**config.mk**
```make
export PLATFORM = sky130hd
export DESIGN_NAME = placar_shot_display
export DESIGN_NICKNAME = d
export VERILOG_FILES = /design/src/rtl/placar_shot_display_pkg.sv /design/src/rtl/placar_shot_display_seg7_decoder.sv /design/src/rtl/placar_shot_display.sv
export SDC_FILE = /design/constraint.sdc
export NUM_CORES = 1
export LEC_CHECK = 0
export BUFFER_PORTS_ARGS = -buffer_cell sky130_fd_sc_hd__buf_4
export CORE_MARGIN = 2
export CORE_UTILIZATION = 55
export DETAILED_ROUTE_END_ITERATION = 12
export PLACE_DENSITY = 0.75
export SLEW_MARGIN = 20
export SYNTH_ARGS = -nofsm -noshare
export SYNTH_HDL_FRONTEND = slang
export SYNTH_SLANG_ARGS = --single-unit
```
**constraint.sdc**
```tcl
create_clock -name clock -period 2.6 [get_ports clock]
set_input_delay 0.52 -clock clock [delete_from_list [all_inputs] [get_ports clock]]
set_output_delay 0.52 -clock clock [all_outputs]
set_load 0.01 [all_outputs]
```
**src/rtl/placar_shot_display_pkg.sv**
```systemverilog
// Shared scoreboard display definitions: shot-clock states, active-low segment codes and limits.
package placar_pkg;

    typedef enum logic [1:0] {
        RUN,
        BUZZ,
        EXPIRED
    } shotState_e;

    localparam logic [6:0] SEG_0     = 7'h40;
    localparam logic [6:0] SEG_1     = 7'h79;
    localparam logic [6:0] SEG_2     = 7'h24;
    localparam logic [6:0] SEG_3     = 7'h30;
    localparam logic [6:0] SEG_4     = 7'h19;
    localparam logic [6:0] SEG_5     = 7'h12;
    localparam logic [6:0] SEG_6     = 7'h02;
    localparam logic [6:0] SEG_7     = 7'h78;
    localparam logic [6:0] SEG_8     = 7'h00;
    localparam logic [6:0] SEG_9     = 7'h10;
    localparam logic [6:0] SEG_BLANK = 7'h7F;
    localparam logic [6:0] SEG_DASH  = 7'h3F;

    localparam logic [4:0] MAX_SHOT  = 5'd24;

endpackage

```
**src/rtl/placar_shot_display_seg7_decoder.sv**
```systemverilog
// Combinational BCD digit to active-low gfedcba segments; shared with the game-clock display.
module seg7_decoder
    import placar_pkg::*;
(
    input  logic [3:0] digit,
    output logic [6:0] seg
);

    // Codes above 9 never reach a real digit position, so they fall back to blank.
    always_comb begin
        seg = SEG_BLANK;
        case (digit)
            4'd0:    seg = SEG_0;
            4'd1:    seg = SEG_1;
            4'd2:    seg = SEG_2;
            4'd3:    seg = SEG_3;
            4'd4:    seg = SEG_4;
            4'd5:    seg = SEG_5;
            4'd6:    seg = SEG_6;
            4'd7:    seg = SEG_7;
            4'd8:    seg = SEG_8;
            4'd9:    seg = SEG_9;
            default: seg = SEG_BLANK;
        endcase
    end

endmodule

```
**src/rtl/placar_shot_display.sv**
```systemverilog
// Shot-clock display: synchronise/filter the countdown, scan two 7-seg digits, flag violations.
// Optional LEADING_ZERO_BLANK_EN blanks a zero tens digit while running.
module placar_shot_display
    import placar_pkg::*;
#(
    parameter int SCAN_DIV    = 50000,
    parameter int BUZZ_CYCLES = 50000000,
    parameter int BLINK_DIV   = 25000000
) (
    input  logic       clock,
    input  logic       resetN,
    input  logic [4:0] cronometro,
    output logic [6:0] seg,
    output logic [1:0] digitEn,
    output logic       buzzer,
    output logic       violation
);

    localparam int SCAN_W  = $clog2(SCAN_DIV + 1);
    localparam int BUZZ_W  = $clog2(BUZZ_CYCLES + 1);
    localparam int BLINK_W = $clog2(BLINK_DIV + 1);

    localparam logic [SCAN_W-1:0]  SCAN_LAST  = SCAN_W'(SCAN_DIV - 1);
    localparam logic [BUZZ_W-1:0]  BUZZ_LOAD  = BUZZ_W'(BUZZ_CYCLES - 1);
    localparam logic [BLINK_W-1:0] BLINK_LAST = BLINK_W'(BLINK_DIV - 1);

    logic [4:0]         sync1, sync2, stableVal;
    shotState_e         state, nextState;
    logic [BUZZ_W-1:0]  buzzCnt, nextBuzzCnt;
    logic [BLINK_W-1:0] blinkCnt, nextBlinkCnt;
    logic               blinkOn, nextBlinkOn;
    logic               armed, nextArmed;
    logic [SCAN_W-1:0]  scanCnt, nextScanCnt;
    logic               activeDigit, nextDigit;
    logic [3:0]         tensVal, unitsVal, digitVal;
    logic [6:0]         decoded, nextSeg;
    logic               stableNonZero;

    assign stableNonZero = (stableVal != 5'd0);

    // A value is accepted only once both synchroniser stages agree, which drops one-cycle glitches.
    always_ff @(posedge clock) begin
        if (!resetN) begin
            sync1       <= '0;
            sync2       <= '0;
            stableVal   <= '0;
            state       <= RUN;
            buzzCnt     <= '0;
            blinkCnt    <= '0;
            blinkOn     <= 1'b1;
            armed       <= 1'b0;
            scanCnt     <= '0;
            activeDigit <= 1'b0;
        end else begin
            sync1       <= cronometro;
            sync2       <= sync1;
            if (sync1 == sync2)
                stableVal <= sync2;
            state       <= nextState;
            buzzCnt     <= nextBuzzCnt;
            blinkCnt    <= nextBlinkCnt;
            blinkOn     <= nextBlinkOn;
            armed       <= nextArmed;
            scanCnt     <= nextScanCnt;
            activeDigit <= nextDigit;
        end
    end

    // Reload is checked before buzz expiry so a reload on the last buzz cycle wins.
    always_comb begin
        nextState    = state;
        nextBuzzCnt  = buzzCnt;
        nextBlinkCnt = '0;
        nextBlinkOn  = 1'b1;
        case (state)
            RUN: begin
                if (armed && !stableNonZero) begin
                    nextState   = BUZZ;
                    nextBuzzCnt = BUZZ_LOAD;
                end
            end
            BUZZ: begin
                if (stableNonZero)
                    nextState = RUN;
                else if (buzzCnt == '0)
                    nextState = EXPIRED;
                else
                    nextBuzzCnt = buzzCnt - BUZZ_W'(1);
            end
            EXPIRED: begin
                if (stableNonZero) begin
                    nextState = RUN;
                end else if (blinkCnt == BLINK_LAST) begin
                    nextBlinkOn = ~blinkOn;
                end else begin
                    nextBlinkCnt = blinkCnt + BLINK_W'(1);
                    nextBlinkOn  = blinkOn;
                end
            end
            default: nextState = RUN;
        endcase

        nextArmed = armed;
        if (stableNonZero)
            nextArmed = 1'b1;
        else if (nextState == BUZZ && state == RUN)
            nextArmed = 1'b0;

        nextScanCnt = (scanCnt == SCAN_LAST) ? '0 : scanCnt + SCAN_W'(1);
        nextDigit   = (scanCnt == SCAN_LAST) ? ~activeDigit : activeDigit;
    end

    always_comb begin
        tensVal  = 4'd0;
        unitsVal = stableVal[3:0];
        if (stableVal >= 5'd20) begin
            tensVal  = 4'd2;
            unitsVal = 4'(stableVal - 5'd20);
        end else if (stableVal >= 5'd10) begin
            tensVal  = 4'd1;
            unitsVal = 4'(stableVal - 5'd10);
        end
    end

    // Outside RUN the panel shows "00", so only RUN feeds the real digit value into the decoder.
    always_comb begin
        digitVal = 4'd0;
        if (nextState == RUN)
            digitVal = nextDigit ? tensVal : unitsVal;
    end

    seg7_decoder digitDecoder (
        .digit (digitVal),
        .seg   (decoded)
    );

    always_comb begin
        nextSeg = decoded;
        case (nextState)
            RUN: begin
                if (stableVal > MAX_SHOT)
                    nextSeg = SEG_DASH;
`ifdef LEADING_ZERO_BLANK_EN
                else if (nextDigit && tensVal == 4'd0)
                    nextSeg = SEG_BLANK;
`endif
            end
            EXPIRED: begin
                if (!nextBlinkOn)
                    nextSeg = SEG_BLANK;
            end
            default: nextSeg = decoded;
        endcase
    end

    always_ff @(posedge clock) begin
        if (!resetN) begin
            seg       <= SEG_BLANK;
            digitEn   <= 2'b11;
            buzzer    <= 1'b0;
            violation <= 1'b0;
        end else begin
            seg       <= nextSeg;
            digitEn   <= nextDigit ? 2'b01 : 2'b10;
            buzzer    <= (nextState == BUZZ);
            violation <= (nextState != RUN);
        end
    end

endmodule

```
After elaboration in Yosys (flattened, before gate mapping)
Memory sizes are Yosys's and may differ from the RTL's.
Cells that the tools add are included.
- register bits after elaboration: 98
- ROM bits: 112
- input bits: 7
- output and inout bits: 11
- word-level logic and storage cells: 75
- memories kept: 1
- $add $sub $neg: 5
- order comparisons: 3
- equal/unequal tests: 10
- muxes and demuxes: 25
- bitwise gates (word level): 4
- reductions and logical operators: 13
- memory list (name ; words ; bits a word ; rd ports ; clocked after Yosys merged registers in ; wr ports ; line ; RTL):
    (no name shown) ; 16 ; 7 ; 1 ; 0 ; 0 ; placar_shot_display_seg7_decoder.sv:12 ; case (digit)
- operators by type and width (operator ; number):
    $mux W26 ; 3
    $pmux W26 S2 ; 1
    $logic_not A26 Y1 ; 1
    $sub A26 B1 Y26 const B ; 1
    $add A25 B1 Y25 const B ; 1
    $eq A25 B25 Y1 const B ; 1
    $add A16 B1 Y16 const B ; 1
    $eq A16 B16 Y1 const B ; 1
    $mux W4 ; 4
    $mux W7 ; 2
    $pmux W7 S2 ; 1
    $mux W2 ; 6
    $mux W1 ; 7
    $ne A2 B2 Y1 const B ; 3
    $pmux W2 S3 ; 1
    $reduce_bool A2 Y1 ; 3
    $eq A5 B5 Y1 ; 1
    $ge A5 B4 Y1 const B ; 1
    $ge A5 B5 Y1 const B ; 1
    $gt A5 B5 Y1 const B ; 1
    $reduce_bool A5 Y1 ; 1
    $eq A2 B1 Y1 const B ; 2
    $eq A2 B2 Y1 const B ; 2
    $logic_not A2 Y1 ; 2
    8 further kinds ; 12

Logic depth before layout (Yosys ltp)
Gate-level depths: netlist of the first run.
An unclocked memory read counts as a cell.
- depth in word-level cells: 10
- mapped depth: 13
- depth with buffers taken out: 13

By module
From an unflattened synthesis of the first run, not the netlist that was laid out.
- cell total of the unflattened synthesis: 504
- area, all modules: 4513.1 um^2
- by module, submodules not included (module ; times used ; cells an instance ; area each (um^2) ; seq. area each (um^2)):
    placar_shot_display ; 1 ; 473 ; 4312.9 ; 1961.9
    seg7_decoder ; 1 ; 31 ; 200.2 ; 0.0

Worst setup path after synthesis of the first run
Ideal clock, no wire load.
- path type: flip-flop to flip-flop
- start point: register scanCnt[0]
- end point: register seg[3]
- setup time: 148 ps
- arrival time: 2536 ps
- required time: 2452 ps
- slack: -84 ps
- stages on the path, launching flop included: 12
- path buffers: 1
- period minus slack after synthesis: 2684 ps
- path through: dfxtp_1 -> ha_1 -> and3_1 -> clkbuf_1 -> a41oi_1 -> nor2_2 -> or3_1 -> a21boi_1 -> or2_2 -> ha_1 -> nor3b_1 -> o31ai_1
- longest elaborated chain between the ends: 7
- elaborated cells between the ends (all ways): 8
- classes of those cells: eq/ne: 1; mux: 6; memory: 1
- RTL lines (item ; line ; RTL):
    start, declared ; placar_shot_display.sv:33 ; logic [SCAN_W-1:0] scanCnt, nextScanCnt;
    start signal, assigned ; placar_shot_display.sv:64 ; scanCnt <= nextScanCnt;
    $eq A16 B16 Y1 * ; placar_shot_display.sv:110 ; nextDigit = (scanCnt == SCAN_LAST) ? ~activeDigit : activeDigit;
    $mux W1 * ; placar_shot_display.sv:110 ;
    $mux W4 * ; placar_shot_display.sv:129 ; digitVal = nextDigit ? tensVal : unitsVal;
    $mux W4 * ; placar_shot_display.sv:128 ; if (nextState == RUN)
    $mem_v2 Z16 W7 * ; - ;
    $mux W7 (on tied branches) ; placar_shot_display.sv:149, placar_shot_display.sv:141 ;
    $pmux W7 S2 * ; placar_shot_display.sv:139 ; case (nextState)
    end signal, assigned ; placar_shot_display.sv:163 ; seg <= nextSeg;
    end, declared ; placar_shot_display.sv:13 ; output logic [6:0] seg,
Every way passes the cells marked *; elsewhere a longest branch is shown, timed or not.
A chain may end at the register's enable or synchronous reset.

Worst setup path in the final report of the first run
Ends and elaborated chain as after synthesis.

==> results of run 1 <==
final cells by class:
type / instances / area [um^2]
Multi-Input combinational cell: 396 / 2730
Sequential cell: 98 / 1970
Clock buffer: 9 / 124
Clock inverter: 7 / 77.6
Fill cell: 690 / 2800
Inverter: 11 / 41.3
Timing Repair Buffer: 51 / 387
Tap cell: 105 / 131
metal layers:
metal	global-route usage, %	vias up	wire, um
met5	0	-	0
li1	-	1913	-
met4	8.22	0	145
met2	34.8	41	4480
met1	26.9	1762	4600
met3	3.21	14	211
stage by stage:
stage          instance area (um^2)  utilization [%]  setup TNS (ps)
2_1_floorplan                  4780                -               0
3_3_place_gp                   5180             62.8               0
3_5_place_dp                   5180             62.8            -135
4_1_cts                        5390             65.3               0
5_1_grt                        5460             66.1            -308
6_report                       5460             66.1               0
logic make-up after synthesis:
family	share of synthesized area, %
fa+ha+maj	3.47
mux	1.92
simple gates	29.2
buf+inv	2.45
compound gates	9.74
flops	41.8
xor+xnor	11.4
what timing repair did:
item                       4_1_cts  5_1_grt
setup endpoints to repair        4        7
buffers inserted                 0        3
gates resized for setup          4       15
pin swaps                        0        5
critical path, cell delays in order, from the launching register on:
cell	delay, ps
dfxtp_2	340
ha_2	190
and4b_1	210
and4_4	250
nor2_4	50
or3_4	360
a21boi_2	170
or2_4	250
ha_1	290
nor3b_2	160
o31ai_1	180
state kept, by name, summed over array words and instances (netlist names), 2 cells and up:
register   cells
blinkCnt      25
buzzCnt       26
digitEn        2
scanCnt       16
seg            7
stableVal      5
state          2
sync1          5
sync2          5
worst paths after layout:
check	slack, ps	cells after the start	endpoint	startpoint
worst max-delay path	70	10	seg[3]	scanCnt[0]
worst min-delay path	360	2	sync1[2]	cronometro[2]
worst max register to register	70	10	seg[3]	scanCnt[0]
worst min register to register	450	1	blinkCnt[0]	blinkCnt[0]
power breakdown:
group          switching (W)  total (W)  internal, W  leakage [nW]
clock               0.000555    0.00101     0.000455        0.0991
combinational       0.000446   0.000782     0.000336          1.23
sequential         0.0000884    0.00169      0.00160         0.799
cell usage in the layout, fill, tap and decap left out, types with 3 or more instances in the layout:
cell type	n
nand4b_1	3
buf_4	50
o21ai_0	9
nand2_1	35
inv_1	11
and2_1	23
o31ai_1	3
nor2_1	66
nor2b_1	8
a21boi_0	16
dfxtp_2	4
mux2i_1	9
and4_1	8
nor4_1	5
xnor2_1	18
ha_1	11
and3_1	14
dfxtp_1	94
clkbuf_8	9
nand2b_1	4
nand4_1	18
xor2_1	43
or3_1	7
nor3_1	9
a21oi_1	7
nand3_1	20
==> impl_metrics.toml, run 1 <==
[outcome]
status = "complete, no violations"

[finish]
area_growth_pct = 16.4
final_cells = 677
fin_nets = 587
diodes = 0
drive_gt1_share_pct = 17.0

[sta]
post-route-period-util_pct = 97.5
slew_headroom_pct = 65.0
fin_skew_ps = 10.4
rsz0062_at_grt = "yes"
setup-violations-final = 0
finalHoldViolations = 0
worstMarginPinSlew_ps = 510
whs_ps = 364
postLayoutSetupSlackWorst_ps = 66.2
drv_slew = 0
final.min_clock_period_ps = 2530
timing.fmax_ghz = 0.395

[detailed_routing]
vias = 3730
drtIter0Drc = 112
wire_per_inst_um = 13.9
drt-pass1-iter-count = 4
wirelength_mm = 9.43
drtAntennaViolNets = 0
viasPerCell = 5.51
drc_errors = 0

[global_routing]
grt-ovfl-total = 0
grt_pass1_wl_mm = 15.4
grt_start_max_net_pins = 47
antenna_found_initial = 0
grtUsageTotal_pct = 20.8
grt_pass1_vias = 3504

[power_and_ir_drop]
vdd_drop_max_v = 0.000305
power.density_nw_per_um2 = 637
power_leakage_nw = 2.12
finalPower_w = 0.00348

[synth]
synth_most_common_cell = "dfxtp_1"
seq_area_frac_synth_pct = 41.8
netlist_top_cells_area = "dfxtp_1 42%, xor2_1 8.0%, nor2_1 5.3%, ha_1 3.5%, xnor2_1 3.4%"
synth_flop_cell = "dfxtp_1"
syn_area_per_cell_um2 = 8.99
synth_edf_count = 0
yosys_warnings = 0
synth.distinct_cells = 59
syn-num-nets = 542
syn_inst = 522
ys_async_sr_fraction_pct = 0
syn_area_um2 = 4690
synth_top_area_share_pct = 41.8
postSynthRegisterBits = 98
synth_area_leader_cell = "dfxtp_1"
synth_common_cells = "98 x dfxtp_1, 66 x nor2_1, 43 x xor2_1"

[setup_path]
required_ps = 2880
start_kind = "flip-flop"
arrival_ps = 2820
crit_type = "reg2reg"
path_max_fanout = 3
cp-end-kind = "flip-flop"

[floorplanning]
rows = 33
io_pins = 18
die_height_um = 96.4
core-area_um2 = 8260
dieArea_um2 = 9280
initial_core_util_pct = 56.8
die_x_um = 96.4

[run]
maxCapViolCount = 0

[cts]
clock_sinks = 98
clock-root-buffer = "clkbuf_8"
cts_tree = "done"
insertion_delay_ps = 360
ctsHoldBuffers = 0
path_clk_slew_ps = 100
cts_buffer_depth = 2
cts_buffers = 9
htreeDepth = 3

[placed_design]
port_buffers = 17
place_inst = 658
place_ws_ps = -74.2
dp_hpwl_mm = 6.46
routabilityCongestion = 0.919

[worst_hold_path]
hold_path_class = "in2reg"
No activity file was read; power rests on OpenSTA's default activity.
==> inputs of run 2 (changes only) <==
--- a/config.mk
+++ b/config.mk
@@ -6,7 +6,6 @@
 export NUM_CORES = 1
 export LEC_CHECK = 0
 export BUFFER_PORTS_ARGS = -buffer_cell sky130_fd_sc_hd__buf_4
-export CORE_MARGIN = 2
 export CORE_UTILIZATION = 55
 export DETAILED_ROUTE_END_ITERATION = 12
 export PLACE_DENSITY = 0.75
==> run 2 against run 1 <==
  * Sequential power is essentially flat
  * Sequential cell count is the same
  * Via count grew 1.7%
  * First-iteration DRC count shrank 3.6%
  * Largest cell class unchanged
  * Largest power group unchanged
==> impl_metrics.toml, run 2 (synthesized netlist as in run 1, its figures left out) <==
[finish]
diodes = 0
final_cells = 680
area_growth_pct = 17.3
drive_gt1_share_pct = 17.7
regMostFlops = "buzzCnt"
final_cell_mix = "96 x dfxtp_1, 65 x nor2_1, 54 x buf_4, 43 x xor2_1, 35 x nand2_1"
fin_nets = 590
mostFrequentLayoutCell = "dfxtp_1"
reg_top3 = "buzzCnt: 26 flops, blinkCnt: 25 flops, scanCnt: 16 flops"
fin_area_um2 = 5500
largest_reg_flops = 26

[placed_design]
routabilityCongestion = 0.915
placed_area_um2 = 5220
port_buffers = 17
place_ws_ps = 8.17
place_inst = 663
dp_hpwl_mm = 6.56

[setup_path]
cpPeakStageDelay_ps = 360
crit_path_cell_trace = "nor4bb_4 > and4_4 > nor2_4 > or3_4 > a21boi_4 > or2_4 > ha_4 > nor3b_2 > o31ai_1"
r2r_cells = 9
path_buf_inv = 0
cp_top_family = "simple AND/OR/NAND/NOR gates"
start_kind = "flip-flop"
required_ps = 2890
path_depth = 9
timing.rr.start = "scanCnt[14]"
path_max_fanout = 4
slowest_stage = "dfxtp_2"
crit_end = "seg[3]"
crit_type = "reg2reg"
cp-end-kind = "flip-flop"
worstReg2RegEnd = "seg[3]"
startpoint = "scanCnt[14]"
ff2ff_setup_slack_ps = 110
arrival_ps = 2770

[detailed_routing]
drt-pass1-iter-count = 4
drtIter0Drc = 108
vias = 3793
wire_per_inst_um = 13.4
drc_errors = 0
viasPerCell = 5.58
wirelength_mm = 9.08
drtAntennaViolNets = 0

[worst_hold_path]
hold_path_class = "in2reg"
hp-start = "cronometro[2]"

[sta]
final.min_clock_period_ps = 2490
final.setup.tns_ps = 0
finalHoldViolations = 0
drv_slew = 0
timing.fmax_ghz = 0.402
fin_skew_ps = 8.38
post-route-period-util_pct = 95.7
slew_headroom_pct = 63.9
setup-violations-final = 0
worstMarginPinSlew_ps = 535
postLayoutSetupSlackWorst_ps = 112
rsz0062_at_grt = "yes"

[floorplanning]
die_x_um = 94.4
core-area_um2 = 8220
rows = 33
io_pins = 18
initial_core_util_pct = 57.1
die_height_um = 94.4
dieArea_um2 = 8900

[cts]
cts_buffer_depth = 2
insertion_delay_ps = 370
clock_sinks = 98
clock-root-buffer = "clkbuf_8"
cts_tree = "done"
ctsHoldBuffers = 0
path_clk_slew_ps = 110
htreeDepth = 3
cts_buffers = 9

[power_and_ir_drop]
clkPwrFrac_pct = 28.4
switching_share_pct = 32.8
power.density_nw_per_um2 = 635
power_leakage_nw = 2.15
pwr-share-seq_pct = 48.4
pwr-share-comb_pct = 23.3
vdd_drop_max_v = 0.000308
netSwitchingPower_w = 0.00114
p_int_w = 0.00235

[global_routing]
grtUsageTotal_pct = 22.0
grt_start_max_net_pins = 47
grt_pass1_wl_mm = 15.6
grt_pass1_vias = 3576
antenna_found_initial = 0
grt-ovfl-total = 0

[outcome]
status = "complete, no violations"

[run]
maxCapViolCount = 0
run 2: layout make-up:
cell class,count,area (um^2)
inverter,11,41.3
clock buffer,9,124
fill,696,2720
multi-input combinational,396,2760
clock inverter,7,76.3
timing repair buffer,54,405
sequential,98,1960
tap,105,131
run 2: repair_timing:
item | CTS | global route
pin swaps | 2 | 6
setup endpoints to repair | 2 | 6
buffers inserted | 0 | 1
gates resized for setup | 3 | 17
run 2: power groups by stage:
| stage | registers [W] | logic [W] | clock network [W] |
|---|---|---|---|
| 6_report | 0.00169 | 0.000813 | 0.000991 |
| 5_1_grt | 0.00170 | 0.000909 | 0.00107 |
| 4_1_cts | 0.00169 | 0.000802 | 0.00101 |
| 3_5_place_dp | 0.00172 | 0.000790 | 0 |
| 3_3_place_gp | 0.00172 | 0.000779 | 0 |
| 2_1_floorplan | 0.00171 | 0.000574 | 0 |
run 2: how the worst min path moves through the flow:
stage                     slack, ps          end  cells after the start
after detailed placement        440  blinkCnt[0]                      1
after CTS                       330     sync1[1]                      2
after floorplan                 410  blinkCnt[0]                      1
after global placement          420  blinkCnt[0]                      1
final                           350     sync1[2]                      2
after global routing            330     sync1[3]                      2
run 2: worst reg2reg max path: cells and delay by family, from the launching register on:
family,cells,cell delay (ps)
adder cells (fa/ha/maj),1,220
AND/OR/NAND/NOR,6,1450
AO/OA/AOI/OAI,2,360
flip-flops,1,360
run 2: through the flow:
step	power, W	hold WS, ps	utilization (%)
6_report	0.00349	347	67.0
3_3_place_gp	0.00249	422	63.6
4_1_cts	0.00351	330	66.1
3_5_place_dp	0.00251	436	63.6
2_1_floorplan	0.00229	413	-
5_1_grt	0.00368	326	67.0
run 2: metal layers:
| metal | track usage (%) | routed length, um |
|---|---|---|
| met4 | 8.21 | 178 |
| met1 | 28.1 | 4390 |
| met2 | 36.4 | 4210 |
| met3 | 4.75 | 304 |
| met5 | 0 | 0 |
==> inputs of run 3 (changes only) <==
--- a/config.mk
+++ b/config.mk
@@ -6,9 +6,8 @@
 export NUM_CORES = 1
 export LEC_CHECK = 0
 export BUFFER_PORTS_ARGS = -buffer_cell sky130_fd_sc_hd__buf_4
-export CORE_UTILIZATION = 55
+export CORE_UTILIZATION = 40
 export DETAILED_ROUTE_END_ITERATION = 12
-export PLACE_DENSITY = 0.75
 export SLEW_MARGIN = 20
 export SYNTH_ARGS = -nofsm -noshare
 export SYNTH_HDL_FRONTEND = slang
==> run 3 against run 2 <==
  * Register-to-register slack worse by 40 ps
  * Clock skew is 0.81 ps lower
  * Worst setup slack worse by 44 ps
  * Via count is 0.63% lower
  * Global-route usage is 5.4 points lower
  * Sequential share of layout area is 0.92 points lower
  * Wire length is 2.7% higher
  * Final area is 3.0% higher
  * Count of clock-buffer cells in the layout is 4 higher
  * Non-clock buffer count is 1 higher
  * Largest cell class unchanged
==> impl_metrics.toml, run 3 (synthesized netlist as in run 1, its figures left out) <==
[global_routing]
grt_pass1_wl_mm = 15.6
grt_pass1_vias = 3473
grtUsageTotal_pct = 16.6
grt_start_max_net_pins = 33
antenna_found_initial = 0
grt-ovfl-total = 0

[detailed_routing]
drtAntennaViolNets = 0
wirelength_mm = 9.33
drt-pass1-iter-count = 4
drc_errors = 0
viasPerCell = 5.25
vias = 3769
wire_per_inst_um = 13.0
drtIter0Drc = 147

[sta]
final.min_clock_period_ps = 2530
rsz0062_at_grt = "yes"
drv_slew = 0
post-route-period-util_pct = 97.4
worstMarginPinSlew_ps = 750
slew_headroom_pct = 49.6
fin_skew_ps = 7.57
finalHoldViolations = 0
setup-violations-final = 0
timing.fmax_ghz = 0.395

[setup_path]
cp_top_family = "simple AND/OR/NAND/NOR gates"
cp-end-kind = "flip-flop"
slowest_stage = "or3_4"
required_ps = 2860
crit_type = "reg2reg"
path_max_fanout = 3
cpPeakStageDelay_ps = 360
start_kind = "flip-flop"
crit_path_cell_trace = "nor4b_4 > and4_4 > nor2_4 > or3_4 > a21boi_2 > or2_4 > ha_1 > nor3b_2 > o31ai_1"
path_buf_inv = 0
arrival_ps = 2790

[floorplanning]
initial_core_util_pct = 41.1
core-area_um2 = 11400
rows = 39
die_x_um = 110
dieArea_um2 = 12200
io_pins = 18
die_height_um = 110

[power_and_ir_drop]
power_leakage_nw = 2.18
finalPower_w = 0.00381
power.density_nw_per_um2 = 673
vdd_drop_max_v = 0.000513

[placed_design]
dp_hpwl_mm = 6.62
routabilityCongestion = 0.827
place_inst = 696
port_buffers = 17

[run]
maxCapViolCount = 0

[finish]
final_cells = 718
regMostFlops = "buzzCnt"
drive_gt1_share_pct = 17.6
n_fill_cell = 1097
final_cell_mix = "91 x dfxtp_1, 65 x nor2_1, 54 x buf_4, 43 x xor2_1, 35 x nand2_1"
largest_reg_flops = 26
mostFrequentLayoutCell = "dfxtp_1"
regArea_um2 = 1970
multi_input_area_um2 = 2760
area_growth_pct = 20.8
reg_top3 = "buzzCnt: 26 flops, blinkCnt: 25 flops, scanCnt: 16 flops"
diodes = 0
fin_nets = 591

[cts]
insertion_delay_ps = 350
path_clk_slew_ps = 70
cts_buffers = 9
cts_tree = "done"
clock-root-buffer = "clkbuf_16"
clock_sinks = 98
cts_buffer_depth = 2
htreeDepth = 3

[outcome]
status = "complete, no violations"

[worst_hold_path]
hold_path_class = "in2reg"
## run 3: repair_timing
action | 4_1_cts | 5_1_grt
hold buffers | 0 | 0
endpoints found under the setup margin | 3 | 12
buffers inserted | 0 | 7
gates resized for setup | 5 | 21
gates cloned | 0 | 0
pin swaps | 0 | 7
## run 3: final cells by class
cell class	instances	area share [%]
clock buffers	13	4.42
clock inverters	2	0.663
inverters	11	0.729
multi-input cells	396	48.7
flip-flops and latches	98	34.8
well taps	143	3.16
repair buffers	55	7.51
## run 3: metal layers
| metal | wire length, um | vias up | GRT usage, % |
|---|---|---|---|
| met5 | 0 | - | 0 |
| met4 | 151 | 0 | 6.48 |
| met3 | 287 | 10 | 4.59 |
| met2 | 4400 | 45 | 27.9 |
| met1 | 4490 | 1784 | 19.9 |
| li1 | - | 1930 | - |
## run 3: per-stage QoR
step | util (%) | TNS, ps | hold WS [ps] | setup WS [ps] | area [um^2]
after floorplan | - | 0 | 413 | 9.69 | 4780
after detailed placement | 45.8 | -28.8 | 432 | -15.0 | 5230
after global routing | 49.6 | -118 | 368 | -49.2 | 5670
final | 49.6 | 0 | 378 | 67.8 | 5670
after global placement | 45.8 | 0 | 421 | 47.9 | 5230
after CTS | 48.5 | 0 | 366 | 1.66 | 5540
## run 3: power breakdown
part           switching (W)  internal [W]  total [W]  leakage [nW]
combinational       0.000455      0.000357   0.000813          1.24
clock               0.000540      0.000768    0.00131         0.136
sequential         0.0000909       0.00160    0.00169         0.800
## run 3: path summary, 6_finish.rpt
check	startpoint	endpoint	slack, ps	cells after the start
max	scanCnt[7]	seg[3]	70	9
min	cronometro[3]	sync1[3]	380	2
max reg2reg	scanCnt[7]	seg[3]	70	9
min reg2reg	blinkCnt[0]	blinkCnt[0]	440	1
